==> src/rtl/cp0_pkg.sv <==
// CP0 shared definitions: register numbers, field positions, PRId and handler address.
package cp0_pkg;

  localparam logic [4:0] RegSr    = 5'd12;
  localparam logic [4:0] RegCause = 5'd13;
  localparam logic [4:0] RegEpc   = 5'd14;
  localparam logic [4:0] RegPrid  = 5'd15;

  localparam int unsigned SrImLo     = 10;
  localparam int unsigned SrExl      = 1;
  localparam int unsigned SrIe       = 0;
  localparam int unsigned CauseBd    = 31;
  localparam int unsigned CauseIpLo  = 10;
  localparam int unsigned CauseExcLo = 2;

  localparam logic [31:0] PridValue   = 32'h2019_1119;
  localparam logic [31:0] HandlerAddr = 32'h0000_4180;

  function automatic logic [31:0] pack_sr(logic [5:0] im, logic exl, logic ie);
    logic [31:0] w;
    w = '0;
    w[SrImLo +: 6] = im;
    w[SrExl]       = exl;
    w[SrIe]        = ie;
    return w;
  endfunction

  function automatic logic [31:0] pack_cause(logic bd, logic [5:0] ip, logic [4:0] exc);
    logic [31:0] w;
    w = '0;
    w[CauseBd]         = bd;
    w[CauseIpLo +: 6]  = ip;
    w[CauseExcLo +: 5] = exc;
    return w;
  endfunction

endpackage

==> src/rtl/cp0_if.sv <==
// Pipeline-to-CP0 signal bundle; master is the pipeline, slave is CP0.
interface cp0_if;
  logic [4:0]  A1;
  logic [4:0]  A2;
  logic [31:0] DIn;
  logic        We;
  logic [31:0] PC;
  logic        BD;
  logic        ExcReq;
  logic [4:0]  ExcCode;
  logic [5:0]  HWInt;
  logic        EXLClr;
  logic        IntReq;
  logic [31:0] EPC;
  logic [31:0] DOut;

  modport master (
    output A1, A2, DIn, We, PC, BD, ExcReq, ExcCode, HWInt, EXLClr,
    input  IntReq, EPC, DOut
  );

  modport slave (
    input  A1, A2, DIn, We, PC, BD, ExcReq, ExcCode, HWInt, EXLClr,
    output IntReq, EPC, DOut
  );
endinterface

==> src/rtl/cp0_int_arb.sv <==
// Interrupt/exception arbiter: pending interrupt, request and selected exception code.
module cp0_int_arb (
  input  logic [5:0] hw_int,
  input  logic [5:0] im,
  input  logic       ie,
  input  logic       exl,
  input  logic       exc_req,
  input  logic [4:0] exc_code,
  output logic       int_pend,
  output logic       int_req,
  output logic [4:0] exc_code_sel
);

  always_comb begin
    int_pend     = (|(hw_int & im)) & ie;
    int_req      = (int_pend | exc_req) & ~exl;
    // Interrupts take priority and report code 0.
    exc_code_sel = int_pend ? 5'd0 : exc_code;
  end

endmodule

==> src/rtl/cp0.sv <==
// Coprocessor 0: SR, Cause, EPC, PRId and exception entry/return.
// Optional feature: define CP0_BD_EN to record delay-slot state in Cause.BD and rewind EPC.
module cp0
  import cp0_pkg::*;
(
  input logic    clk,
  input logic    reset,
  cp0_if.slave   bus
);

  logic [5:0]  im_q, im_d;
  logic        exl_q, exl_d;
  logic        ie_q, ie_d;
  logic        bd_q, bd_d;
  logic [5:0]  ip_q, ip_d;
  logic [4:0]  exc_code_q, exc_code_d;
  logic [31:0] epc_q, epc_d;

  logic        int_pend;
  logic        int_req;
  logic [4:0]  exc_code_sel;
  logic [31:0] pc_aligned;

  cp0_int_arb u_int_arb (
    .hw_int       (bus.HWInt),
    .im           (im_q),
    .ie           (ie_q),
    .exl          (exl_q),
    .exc_req      (bus.ExcReq),
    .exc_code     (bus.ExcCode),
    .int_pend     (int_pend),
    .int_req      (int_req),
    .exc_code_sel (exc_code_sel)
  );

  assign pc_aligned = bus.PC & 32'hFFFF_FFFC;

  always_comb begin
    im_d       = im_q;
    exl_d      = exl_q;
    ie_d       = ie_q;
    bd_d       = bd_q;
    ip_d       = bus.HWInt;
    exc_code_d = exc_code_q;
    epc_d      = epc_q;

    if (int_req) begin
      exl_d      = 1'b1;
      exc_code_d = exc_code_sel;
`ifdef CP0_BD_EN
      bd_d       = bus.BD;
      epc_d      = bus.BD ? (pc_aligned - 32'd4) : pc_aligned;
`else
      // BD is ignored in this build; Cause.BD stays 0.
      bd_d       = bus.BD & 1'b0;
      epc_d      = pc_aligned;
`endif
    end else if (bus.We) begin
      case (bus.A2)
        RegSr: begin
          im_d  = bus.DIn[SrImLo +: 6];
          exl_d = bus.DIn[SrExl];
          ie_d  = bus.DIn[SrIe];
        end
        RegEpc:  epc_d = bus.DIn;
        default: ;
      endcase
    end

    // Entry wins over eret; otherwise eret overrides an mtc0 EXL write.
    if (bus.EXLClr && !int_req) begin
      exl_d = 1'b0;
    end
  end

  always_ff @(posedge clk or posedge reset) begin
    if (reset) begin
      im_q       <= '0;
      exl_q      <= 1'b0;
      ie_q       <= 1'b0;
      bd_q       <= 1'b0;
      ip_q       <= '0;
      exc_code_q <= '0;
      epc_q      <= '0;
    end else begin
      im_q       <= im_d;
      exl_q      <= exl_d;
      ie_q       <= ie_d;
      bd_q       <= bd_d;
      ip_q       <= ip_d;
      exc_code_q <= exc_code_d;
      epc_q      <= epc_d;
    end
  end

  always_comb begin
    case (bus.A1)
      RegSr:    bus.DOut = pack_sr(im_q, exl_q, ie_q);
      RegCause: bus.DOut = pack_cause(bd_q, ip_q, exc_code_q);
      RegEpc:   bus.DOut = epc_q;
      RegPrid:  bus.DOut = PridValue;
      default:  bus.DOut = '0;
    endcase
  end

  assign bus.IntReq = int_req;
  assign bus.EPC    = epc_q;

endmodule

==> src/flat_wrapper.sv <==
// flat-port wrapper written by rule: the top's interface ports become plain ports
module cp0_flat import cp0_pkg::*;
  (clk, reset, bus_A1, bus_A2, bus_DIn, bus_We, bus_PC, bus_BD, bus_ExcReq, bus_ExcCode, bus_HWInt, bus_EXLClr, bus_IntReq, bus_EPC, bus_DOut);
  cp0_if bus_i ();
  input logic clk;
  input logic reset;
  input wire logic [$bits(bus_i.A1)-1:0] bus_A1;
  input wire logic [$bits(bus_i.A2)-1:0] bus_A2;
  input wire logic [$bits(bus_i.DIn)-1:0] bus_DIn;
  input wire logic [$bits(bus_i.We)-1:0] bus_We;
  input wire logic [$bits(bus_i.PC)-1:0] bus_PC;
  input wire logic [$bits(bus_i.BD)-1:0] bus_BD;
  input wire logic [$bits(bus_i.ExcReq)-1:0] bus_ExcReq;
  input wire logic [$bits(bus_i.ExcCode)-1:0] bus_ExcCode;
  input wire logic [$bits(bus_i.HWInt)-1:0] bus_HWInt;
  input wire logic [$bits(bus_i.EXLClr)-1:0] bus_EXLClr;
  output wire logic [$bits(bus_i.IntReq)-1:0] bus_IntReq;
  output wire logic [$bits(bus_i.EPC)-1:0] bus_EPC;
  output wire logic [$bits(bus_i.DOut)-1:0] bus_DOut;
  assign bus_i.A1 = bus_A1;
  assign bus_i.A2 = bus_A2;
  assign bus_i.DIn = bus_DIn;
  assign bus_i.We = bus_We;
  assign bus_i.PC = bus_PC;
  assign bus_i.BD = bus_BD;
  assign bus_i.ExcReq = bus_ExcReq;
  assign bus_i.ExcCode = bus_ExcCode;
  assign bus_i.HWInt = bus_HWInt;
  assign bus_i.EXLClr = bus_EXLClr;
  assign bus_IntReq = bus_i.IntReq;
  assign bus_EPC = bus_i.EPC;
  assign bus_DOut = bus_i.DOut;
  cp0 u_core (.clk(clk), .reset(reset), .bus(bus_i));
endmodule
==> config.mk <==
export PLATFORM = sky130hd
export DESIGN_NAME = cp0_flat
export DESIGN_NICKNAME = d
export VERILOG_FILES = /design/src/rtl/cp0_pkg.sv /design/src/rtl/cp0_if.sv /design/src/rtl/cp0_int_arb.sv /design/src/rtl/cp0.sv /design/src/flat_wrapper.sv
export SDC_FILE = /design/constraint.sdc
export NUM_CORES = 1
export LEC_CHECK = 0
export ABC_AREA = 0
export BUFFER_PORTS_ARGS = -buffer_cell sky130_fd_sc_hd__buf_2
export CAP_MARGIN = 20
export CELL_PAD_IN_SITES_DETAIL_PLACEMENT = 2
export CELL_PAD_IN_SITES_GLOBAL_PLACEMENT = 2
export CORE_ASPECT_RATIO = 0.9
export CORE_UTILIZATION = 27
export DETAILED_ROUTE_END_ITERATION = 8
export PLACE_DENSITY_LB_ADDON = 0.1
export SLEW_MARGIN = 20
export SYNTH_ARGS = -nofsm -noshare
export SYNTH_HDL_FRONTEND = slang
export SYNTH_HIERARCHICAL = 1
export SYNTH_SLANG_ARGS = --single-unit
==> constraint.sdc <==
create_clock -name clk -period 3.6 [get_ports clk]
set_clock_uncertainty 0.05 [all_clocks]
set_input_delay 0.18 -clock clk [delete_from_list [all_inputs] [get_ports clk]]
set_output_delay 0.18 -clock clk [all_outputs]
set_load 0.005 [all_outputs]
* Yosys cells after proc, flatten, opt, wreduce, memory -nomap -nowiden *
Index checks and enable logic that the tools add are counted.

storage, ports and cells
  bits in registers = 51
  latch bits = 0
  bits in writable memories = 0
  bits in read-only memories = 0
  bits of input ports = 91
  output and inout bits = 65
  logic and storage cells = 37
  memories = 0

operators by class
  add/sub/neg operators = 0
  multipliers = 0
  div/mod/pow operators = 0
  $lt $le $gt $ge = 0
  equal/unequal tests = 6
  shift operators = 0
  mux-type cells = 9
  bitwise gates (word level) = 6
  reductions and logical operators = 10

operators by type and width
  operator                                                          count
  32-bit case mux with 4 select lines                               1
  32-bit 2-to-1 mux                                                 3
  5-bit by 4-bit == test with 1-bit output (second input constant)  6
  6-bit bitwise AND                                                 1
  3-bit nonzero test                                                2
  6-bit OR reduction                                                1
  5-bit 2-to-1 mux                                                  1
  1-bit 2-to-1 mux                                                  4
  2-bit AND reduction                                               2
  2-bit nonzero test                                                2
  3-bit AND reduction                                               1
  1-bit bitwise AND                                                 2
  1-bit inverter                                                    2
  1-bit logical AND                                                 1
  1-bit zero test                                                   1
  1-bit OR                                                          1

* Longest topological paths before layout *
Gate-level depths: netlist (run 1).

  depth after elaboration = 9
  depth in mapped cells = 7
  gate-level depth less buffers = 4

* By module *
Netlist (run 1), hierarchy kept.

by module, submodules not included
  module       times used  cells an instance  area an instance (um^2)
  cp0          1           277                2,758.9
  cp0_int_arb  1           21                 160.2

* Worst setup path before layout (run 1) *
OpenSTA, ideal clock, no wires.

  path kind = register -> register
  start = reg u_core.im_q[0]
  end = reg u_core.ie_q
  library setup time = 0.125 ns
  arrival = 1.913 ns
  data required time = 3.425 ns
  path slack = 1.512 ns
  stages on the path, launching flop included = 6
  period minus slack after synthesis = 2.088 ns
  cell sequence = dfrtp_1 > a22o_4 > o41a_1 > buf_2 > nor3_4 > mux2_2

between the ends
  cells in the longest elaborated chain, start to end = 7

ends and longest elaborated chain
  element                               RTL line            RTL
  start, declared                       cp0.sv:11           logic [5:0] im_q, im_d;
  start signal, assigned                cp0.sv:86           im_q <= im_d;
  6-bit bitwise AND                     cp0_int_arb.sv:15   int_pend = (|(hw_int & im)) & ie;
  6-bit OR reduction                    cp0_int_arb.sv:15
  1-bit bitwise AND                     cp0_int_arb.sv:15
  1-bit OR                              cp0_int_arb.sv:16   int_req = (int_pend | exc_req) & ~exl;
  1-bit bitwise AND                     cp0_int_arb.sv:16
  net bus_IntReq                        flat_wrapper.sv:17  output wire logic [$bits(bus_i.IntReq)-1:0] bus_IntReq;
  1-bit inverter (no source line)       -
  3-bit AND reduction (no source line)  -
  end signal, assigned                  cp0.sv:88           ie_q <= ie_d;
  end, declared                         cp0.sv:13           logic ie_q, ie_d;

The timed path passes the listed nets, and every way through them passes these cells.
A chain may end at the register's enable or synchronous reset.

* Final worst setup path (run 1) *
  start = in bus_HWInt[4]
  end = out bus_IntReq

between the ends
  cells in the longest elaborated chain, start to end = 5

ends and longest elaborated chain
  element             RTL line            RTL
  start, declared     flat_wrapper.sv:15  input wire logic [$bits(bus_i.HWInt)-1:0] bus_HWInt;
  6-bit bitwise AND   cp0_int_arb.sv:15
  6-bit OR reduction  cp0_int_arb.sv:15
  1-bit bitwise AND   cp0_int_arb.sv:15
  1-bit OR            cp0_int_arb.sv:16
  1-bit bitwise AND   cp0_int_arb.sv:16
  end, declared       flat_wrapper.sv:17

No other way between the ends.

==> flow_summary.json, run 1 <==
{
  "clock.fmax_mhz": 355,
  "clockRootBuffer": "clkbuf_16",
  "startpoint_type": "primary input",
  "drt-pass1-iter-count": 6,
  "fp-row-count": 35,
  "io_buffers": 152,
  "io_pins": 156,
  "clkLatencyLatePin_ns": 0.29,
  "setup_tns_ns": 0,
  "p_leak_nw": 2.04,
  "wl_per_cell_um": 20.2,
  "worstReg2RegStart": "u_core/im_q[4]",
  "drc": 20,
  "violations": "design-rule violations",
  "reg2reg_setup_slack_ns": 1.02,
  "cts.sinks": 51,
  "setup_violations": 0,
  "ir_drop_uv": 215,
  "totalWireLength_um": 11500,
  "crit_type": "in2out",
  "placed_area_um2": 3750,
  "status": "finished, violations left",
  "grt_pass1_wl_um": 18100,
  "gr-usage-met1": 0.289,
  "numCtsBuffers": 5,
  "die-height_um": 100,
  "antenna_found_initial": 0,
  "rr_endpoint": "u_core/im_q[5]",
  "rsz0062_at_grt": "false",
  "finish.utilization": 0.382,
  "path_cells": "dlygate4sd3_1 -> buf_2 -> a22o_1 -> o41a_2 -> buf_4 -> buf_2",
  "final_common_cell": "buf_2",
  "fp.dieW_um": 111,
  "period_minus_slack_ns": 2.82,
  "slew_headroom": 0.336,
  "grt_max_degree": 55,
  "synthToLayoutAreaGrowth_pct": 36.3,
  "cts_tree": "built",
  "post-route-period-util": 0.782,
  "slew_violations": 0,
  "critPathRequiredTime_ns": 3.37,
  "worst_slew_pin_slew_ns": 0.994,
  "max_stage_delay_ns": 0.78,
  "end_kind": "output port",
  "synth_nets": 388,
  "design.core.area_um2": 10400,
  "place_hpwl_um": 8250,
  "r2r.worst_path.cells": 4,
  "dieArea_um2": 11200,
  "powerDensity_nw_per_um2": 566,
  "grt_busiest_layer": "met2",
  "critPathArrivalTime_ns": 2.59,
  "cts.path.max_buffers": 2,
  "initial_core_util": 0.280,
  "via_per_inst": 5.26,
  "diodes": 0,
  "cap_violations": 0,
  "grtUsageTotal": 0.210,
  "gr-total-overflow": 0,
  "ys_warn_count": 6,
  "post-cts-setup-buffers": 0,
  "use_met3": 0.0379,
  "drive_gt1_frac": 0.421,
  "htreeDepth": 2,
  "drt_iter0_markers": 116,
  "cp_common_cell": "buf_2",
  "postCtsResizedCells": 0,
  "hold_violations": 0,
  "place_congestion": 0.741,
  "netlist_area_um2": 2910,
  "drt.antenna.violating_nets": 0,
  "clkTransAtPathRegs_ns": 0.07,
  "hp-class": "in2async",
  "final_cell_mix": "152 x buf_2, 51 x dfrtp_1, 37 x inv_1",
  "syn_area_per_cell_um2": 9.79,
  "cpMaxStageDelayCell": "o41a_2",
  "stdcell_area_um2": 3960,
  "fin_nets": 529,
  "vias": 2985,
  "cp_max_fo": 54,
  "grtUsageMet2": 0.345,
  "grt_pass1_vias": 3210,
  "syn_inst": 297
}
-- layer usage --
layer	vias to the layer above	wire, um
met4	0	71
li1	1381	-
met2	83	5520
met3	5	552
met5	-	0
met1	1516	5330
-- power by group --
group / internal (mW) / switching [mW] / total (mW)
Clock: 0.297 / 0.211 / 0.508
Combinational: 0.376 / 0.386 / 0.762
Sequential: 0.788 / 0.185 / 0.973
-- registers in the layout, indices dropped and copies added (netlist names) --
signal	cells
u_core/bus.EPC	32
u_core/im_q	6
u_core/ip_q	6
u_core/exc_code_q	5
u_core/exl_q	1
u_core/ie_q	1
-- metrics by stage --
step           std cells  setup slack [ns]  hold slack, ns  total power [mW]
2_1_floorplan        297              1.52           0.161              1.36
3_3_place_gp         554              1.02           0.254              1.71
3_5_place_dp         554              1.04           0.264              1.75
4_1_cts              568             0.799          0.0736              2.27
5_1_grt              568             0.628          0.0802              2.40
6_report             568             0.784          0.0616              2.24
-- cell type report --
| type | instances | area [um^2] |
|---|---|---|
| multi-input cells | 180 | 1380 |
| repair buffers | 162 | 851 |
| well taps | 129 | 161 |
| inverters | 38 | 143 |
| flip-flops and latches | 51 | 1280 |
| fillers | 1162 | 6410 |
| clock buffers | 8 | 156 |
-- critical path, delay by kind of cell --
family	cells	cell delay, ns
compound gates	2	1.09
buf+inv	4	1.30
-- what timing repair did --
action	in CTS	in global routing
endpoints found under the hold margin	6	0
setup endpoints to repair	0	0
hold buffers	6	0
-- worst max-delay path by stage --
stage / from / slack [ns] / to / depth (start not counted)
after floorplan: u_core/im_q[0] / 1.52 / u_core/ie_q / 5
after global routing: bus_HWInt[4] / 0.63 / bus_IntReq / 6
after global placement: u_core/im_q[4] / 1.02 / u_core/im_q[4] / 4
final: bus_HWInt[4] / 0.78 / bus_IntReq / 6
after detailed placement: u_core/im_q[4] / 1.04 / u_core/im_q[5] / 4
after CTS: bus_HWInt[2] / 0.80 / bus_IntReq / 6
No activity file was read; power rests on OpenSTA's default activity.
==> run 2, diff against run 1 <==
CORE_UTILIZATION = 25   (was 27)
clock period = 2.7 ns   (was 3.6 ns; I/O delays follow)
==> run 2 against run 1 <==
  * The flow now finishes without violations
  * Sequential power grew 31%
  * Final area grew 1.6%
  * Core utilization decreased by 1.8 points
  * Worst hold slack got worse by 0.039 ns
  * Global-route usage fell by 1.6 points
  * Die area is 7.8% higher
  * Non-clock buffer count is 3 higher
  * Flip-flop and latch count stayed put
  * Routed wire length fell by 0.20%
  * Combinational power is 35% higher
  * Worst setup slack got worse by 0.45 ns
  * Highest routed layer unchanged
==> flow_summary.json, run 2 (synthesis gave the netlist of run 1 again) <==
{
  "io_pins": 156,
  "critPathRequiredTime_ns": 2.82,
  "grt_pass1_wl_um": 17700,
  "drt-pass1-iter-count": 4,
  "period_minus_slack_ns": 2.36,
  "drc": 0,
  "worst_slew_pin_slew_ns": 0.867,
  "cpMaxStageDelayCell": "dlygate4sd3_1",
  "final_cell_mix": "152 x buf_2, 51 x dfrtp_1, 37 x inv_1",
  "hold_start": "bus_PC[2]",
  "critPathArrivalTime_ns": 2.48,
  "place_congestion": 0.811,
  "design.core.area_um2": 11100,
  "rr_endpoint": "u_core/im_q[3]",
  "grtUsageTotal": 0.193,
  "finish.utilization": 0.364,
  "hp-class": "in2reg",
  "slew_violations": 0,
  "dp_cells": 579,
  "via_per_inst": 4.99,
  "path_cells": "dlygate4sd3_1 -> buf_2 -> a22o_1 -> o41a_2 -> nor3_4 -> mux2_2",
  "hold_violations": 0,
  "status": "complete, no violations",
  "ir_drop_uv": 358,
  "final_common_cell": "buf_2",
  "cap_violations": 0,
  "place_hpwl_um": 8290,
  "p_leak_nw": 2.05,
  "end_kind": "register",
  "clkLatencyLatePin_ns": 0.29,
  "drt.antenna.violating_nets": 0,
  "vias": 2962,
  "fin_nets": 532,
  "rsz0062_at_grt": "false",
  "crit_type": "in2reg",
  "instances_no_fill": 593,
  "clkTransAtPathRegs_ns": 0.07,
  "clock.fmax_mhz": 423,
  "worstReg2RegStart": "u_core/im_q[4]",
  "dieArea_um2": 12100,
  "totalWireLength_um": 11500,
  "post-cts-setup-buffers": 0,
  "initial_core_util": 0.263,
  "setup_tns_ns": 0,
  "postCtsResizedCells": 0,
  "cts_tree": "built",
  "endpoint": "u_core/im_q[3]",
  "slew_headroom": 0.422,
  "cts.path.max_buffers": 2,
  "cts.sinks": 51,
  "r2r.worst_path.cells": 4,
  "drive_gt1_frac": 0.422,
  "largest_register_ffs": 32,
  "antenna_found_initial": 0,
  "powerDensity_nw_per_um2": 732,
  "io_buffers": 152,
  "multi_input_area_um2": 1380,
  "fp.dieW_um": 116,
  "clockRootBuffer": "clkbuf_16",
  "worstPathBufferInverterCount": 2,
  "die-height_um": 104,
  "startpoint_type": "primary input",
  "drt_iter0_markers": 107,
  "grt_max_degree": 61,
  "fp-row-count": 36,
  "regArea_um2": 1280,
  "wl_per_cell_um": 19.3,
  "post-route-period-util": 0.875,
  "max_stage_delay_ns": 0.53,
  "htreeDepth": 2,
  "grt_pass1_vias": 3168,
  "nFillCells": 1279,
  "cp_max_fo": 7,
  "reg2reg_setup_slack_ns": 0.45,
  "critPathLaunch": "bus_HWInt[4]",
  "synthToLayoutAreaGrowth_pct": 38.5,
  "diodes": 0,
  "cp.depth": 6,
  "gr-total-overflow": 0,
  "cp_top_family": "compound AO/OA/AOI/OAI gates",
  "numCtsBuffers": 5,
  "setup_violations": 0
}
[run 2: cell count changes in the layout (fill, tap and decap cells not counted), sizes merged]
cell         delta
buf             +2
clkbuf          -2
clkinv          +1
dlygate4sd3     +1
[run 2: area by class of cell]
class                      instances  area share
sequential                        51       0.317
tap                              152      0.0472
inverter                          38      0.0354
timing repair buffer             165       0.224
clock buffer                       6      0.0345
clock inverter                     1     0.00124
multi-input combinational        180       0.341
[run 2: metrics by stage]
stage / power (mW) / cell area, um^2 / setup WS (ns) / hold WS, ns
2_1_floorplan: 1.81 / 2910 / 0.618 / 0.116
3_3_place_gp: 2.28 / 3810 / 0.472 / 0.191
3_5_place_dp: 2.33 / 3810 / 0.457 / 0.190
4_1_cts: 3.00 / 4030 / 0.338 / 0.0272
5_1_grt: 3.18 / 4030 / 0.233 / 0.0382
6_report: 2.95 / 4030 / 0.336 / 0.0225
[run 2: tightest hold or removal path: stages]
cell	delay, ns
buf_2	0.07
nand2_1	0.04
o311ai_0	0.07
[run 2: timing repair]
| action | CTS | global route |
|---|---|---|
| hold endpoints to repair | 29 | 0 |
| endpoints found under the setup margin | 0 | 0 |
| hold buffers | 7 | 0 |
[run 2: worst min-delay path by stage]
stage                                       to  slack [ns]  cells after the start
final                        u_core/bus.EPC[2]        0.02                      3
after global routing         u_core/bus.EPC[2]        0.04                      3
after CTS                    u_core/bus.EPC[2]        0.03                      3
after detailed placement  u_core/exc_code_q[0]        0.19                      2
after global placement    u_core/exc_code_q[0]        0.19                      2
after floorplan                 u_core/ip_q[0]        0.12                      0
[run 2: power by group]
group          leakage (nW)  internal (mW)  total, mW  switching (mW)
Sequential            0.626           1.05       1.27           0.224
Clock                0.0727          0.363      0.648           0.285
Combinational          1.35          0.511       1.03           0.517
[run 2: layer usage]
metal	track usage	vias to the layer above	part of all wire
met5	0	-	0
met4	0.0293	0	0.0025
met3	0.0373	2	0.060
met2	0.325	88	0.48
met1	0.259	1485	0.46
li1	-	1387	-
==> run 3, diff against run 2 <==
ABC_AREA = 1   (was 0)
CORE_MARGIN = 5   (was default)
CORE_UTILIZATION = 23   (was 25)
==> run 3 against run 2 <==
  * Clock power is 9.3% higher
  * Total power grew 0.40%
  * Critical endpoint is now bus_IntReq
  * Sequential power about the same
  * Cell count rose by 25%
  * Synthesized area up 3.6%
==> flow_summary.json, run 3 <==
{
  "powerDensity_nw_per_um2": 720,
  "path_cells": "dlygate4sd3_1 -> buf_2 -> nand2_1 -> nand2_1 -> inv_1 -> nand2_1 -> nand2_2 -> a21oi_4 -> buf_4 -> buf_2",
  "syn_area_per_cell_um2": 7.01,
  "clkTransAtPathRegs_ns": 0.07,
  "synth-seq-cells": 51,
  "ys.flop_type": "dfrtp_1",
  "rsz0062_at_grt": "false",
  "max_stage_delay_ns": 0.52,
  "fin_nets": 669,
  "ys_top_cells_by_count": "172 x nand2_1, 73 x nand3_1, 51 x dfrtp_1",
  "die-height_um": 119,
  "cp_max_fo": 47,
  "drc": 0,
  "grt_pass1_vias": 3741,
  "clkLatencyLatePin_ns": 0.28,
  "critPathRequiredTime_ns": 2.52,
  "fp-row-count": 39,
  "post-route-period-util": 0.790,
  "largest_register_ffs": 32,
  "synth.top_cell.area_share": 0.424,
  "dieArea_um2": 15500,
  "wl_per_cell_um": 16.2,
  "status": "complete, no violations",
  "synth.distinct_cells": 21,
  "clockRootBuffer": "clkbuf_16",
  "r2r.worst_path.cells": 12,
  "clock.fmax_mhz": 469,
  "cts.path.max_buffers": 2,
  "cp_common_cell": "nand2_1",
  "yosys.area.top_type": "dfrtp_1",
  "htreeDepth": 2,
  "place_hpwl_um": 9070,
  "crit_type": "in2out",
  "cts_tree": "built",
  "hold_depth": 3,
  "syn_inst": 430,
  "p_leak_nw": 2.44,
  "setup_violations": 0,
  "cp_top_family": "buffers and inverters",
  "synth_edf_count": 0,
  "critPathArrivalTime_ns": 1.95,
  "synthToLayoutAreaGrowth_pct": 36.5,
  "cts.sinks": 51,
  "drt-pass1-iter-count": 4,
  "ir_drop_uv": 321,
  "final_cell_mix": "172 x nand2_1, 152 x buf_2, 73 x nand3_1",
  "cpMaxStageDelayCell": "dlygate4sd3_1",
  "hold_violations": 0,
  "netlist_area_um2": 3010,
  "post-cts-setup-buffers": 0,
  "seq_area_frac_synth": 0.424,
  "cap_violations": 0,
  "postCtsResizedCells": 0,
  "end_kind": "output port",
  "synth_nets": 521,
  "grt_max_degree": 48,
  "drive_gt1_frac": 0.337,
  "slew_headroom": 0.675,
  "vias": 3353,
  "antenna_found_initial": 2,
  "slew_violations": 0,
  "place_congestion": 0.707,
  "drt.antenna.violating_nets": 0,
  "numCtsBuffers": 5,
  "initial_core_util": 0.236,
  "setup_tns_ns": 0,
  "gr-total-overflow": 0,
  "reg2reg_setup_slack_ns": 0.79,
  "drt_iter0_markers": 112,
  "startpoint_type": "primary input",
  "fp.dieW_um": 131,
  "hp-class": "in2reg",
  "synth_area_leaders": "dfrtp_1 42%, nand2_1 21%, nand3_1 12%",
  "ys_warn_count": 6,
  "final_common_cell": "nand2_1",
  "ys_async_sr_fraction": 1.00,
  "design.core.area_um2": 12800,
  "p_total_mw": 2.96,
  "worstPathBufferInverterCount": 5,
  "totalWireLength_um": 12000,
  "via_per_inst": 4.51,
  "worst_slew_pin_slew_ns": 0.488,
  "whs_ns": 0.0566,
  "grt_pass1_wl_um": 19500,
  "cp.depth": 10,
  "io_buffers": 152,
  "io_pins": 156,
  "synth_most_common_cell": "nand2_1",
  "grtUsageTotal": 0.158,
  "period_minus_slack_ns": 2.13
}
[run 3: power breakdown]
part / leakage [nW] / switching, mW / total [mW] / internal (mW)
sequential: 0.637 / 0.220 / 1.24 / 1.02
combinational: 1.73 / 0.594 / 1.01 / 0.417
clock: 0.0769 / 0.275 / 0.708 / 0.433
[run 3: per-stage QoR]
step           setup WS, ns  area, um^2   util  cells
3_5_place_dp          0.747        3880  0.303    728
4_1_cts               0.480        4110  0.321    742
3_3_place_gp          0.815        3880  0.303    728
2_1_floorplan          1.10        3010      -    430
6_report              0.568        4110  0.322    743
5_1_grt               0.337        4110  0.322    743
[run 3: per-layer routing]
metal | GRT usage | up-vias | wire length (um)
li1 | - | 1623 | -
met1 | 0.197 | 1632 | 5080
met2 | 0.272 | 90 | 5900
met3 | 0.0487 | 6 | 908
met4 | 0.0276 | 2 | 103
met5 | 0 | - | 20
[run 3: area by class of cell]
class	instances	area, um^2
sequential	51	1280
clock inverter	1	30.0
antenna	1	2.50
clock buffer	6	129
tap	164	205
multi-input combinational	308	1410
fill	1572	8670
timing repair buffer	165	876
inverter	47	179
[run 3: final timing paths]
path                                 from                  to
setup / recovery             bus_HWInt[4]          bus_IntReq
hold / removal                 bus_DIn[0]         u_core/ie_q
setup reg to reg           u_core/im_q[1]  u_core/bus.EPC[20]
hold reg to reg            u_core/im_q[3]      u_core/im_q[3]
max in group asynchronous           reset      u_core/ip_q[2]
min in group asynchronous           reset  u_core/bus.EPC[29]
[run 3: what timing repair did]
action	4_1_cts	5_1_grt
hold buffers	7	0
hold endpoints to repair	25	0
setup endpoints to repair	0	0
[run 3: logic make-up (layout without fill, tap and decap cells)]
group           after synthesis  after routing  synth area share
simple gates                282            282             0.412
buf+inv                      71            219             0.111
flops                        51             51             0.424
compound gates               26             26            0.0536
other cells                   0              1                 0
[run 3: worst reg2reg max path, cell delays in order, from the launching register on]
cell,delay (ns)
dfrtp_1,0.40
nand2_1,0.07
nand2_1,0.05
nor2_1,0.09
nand2_1,0.08
nand2_2,0.12
a21oi_4,0.07
inv_2,0.19
buf_4,0.39
nand2_1,0.14
nand2_1,0.08
nand2_1,0.05
nand2_1,0.07
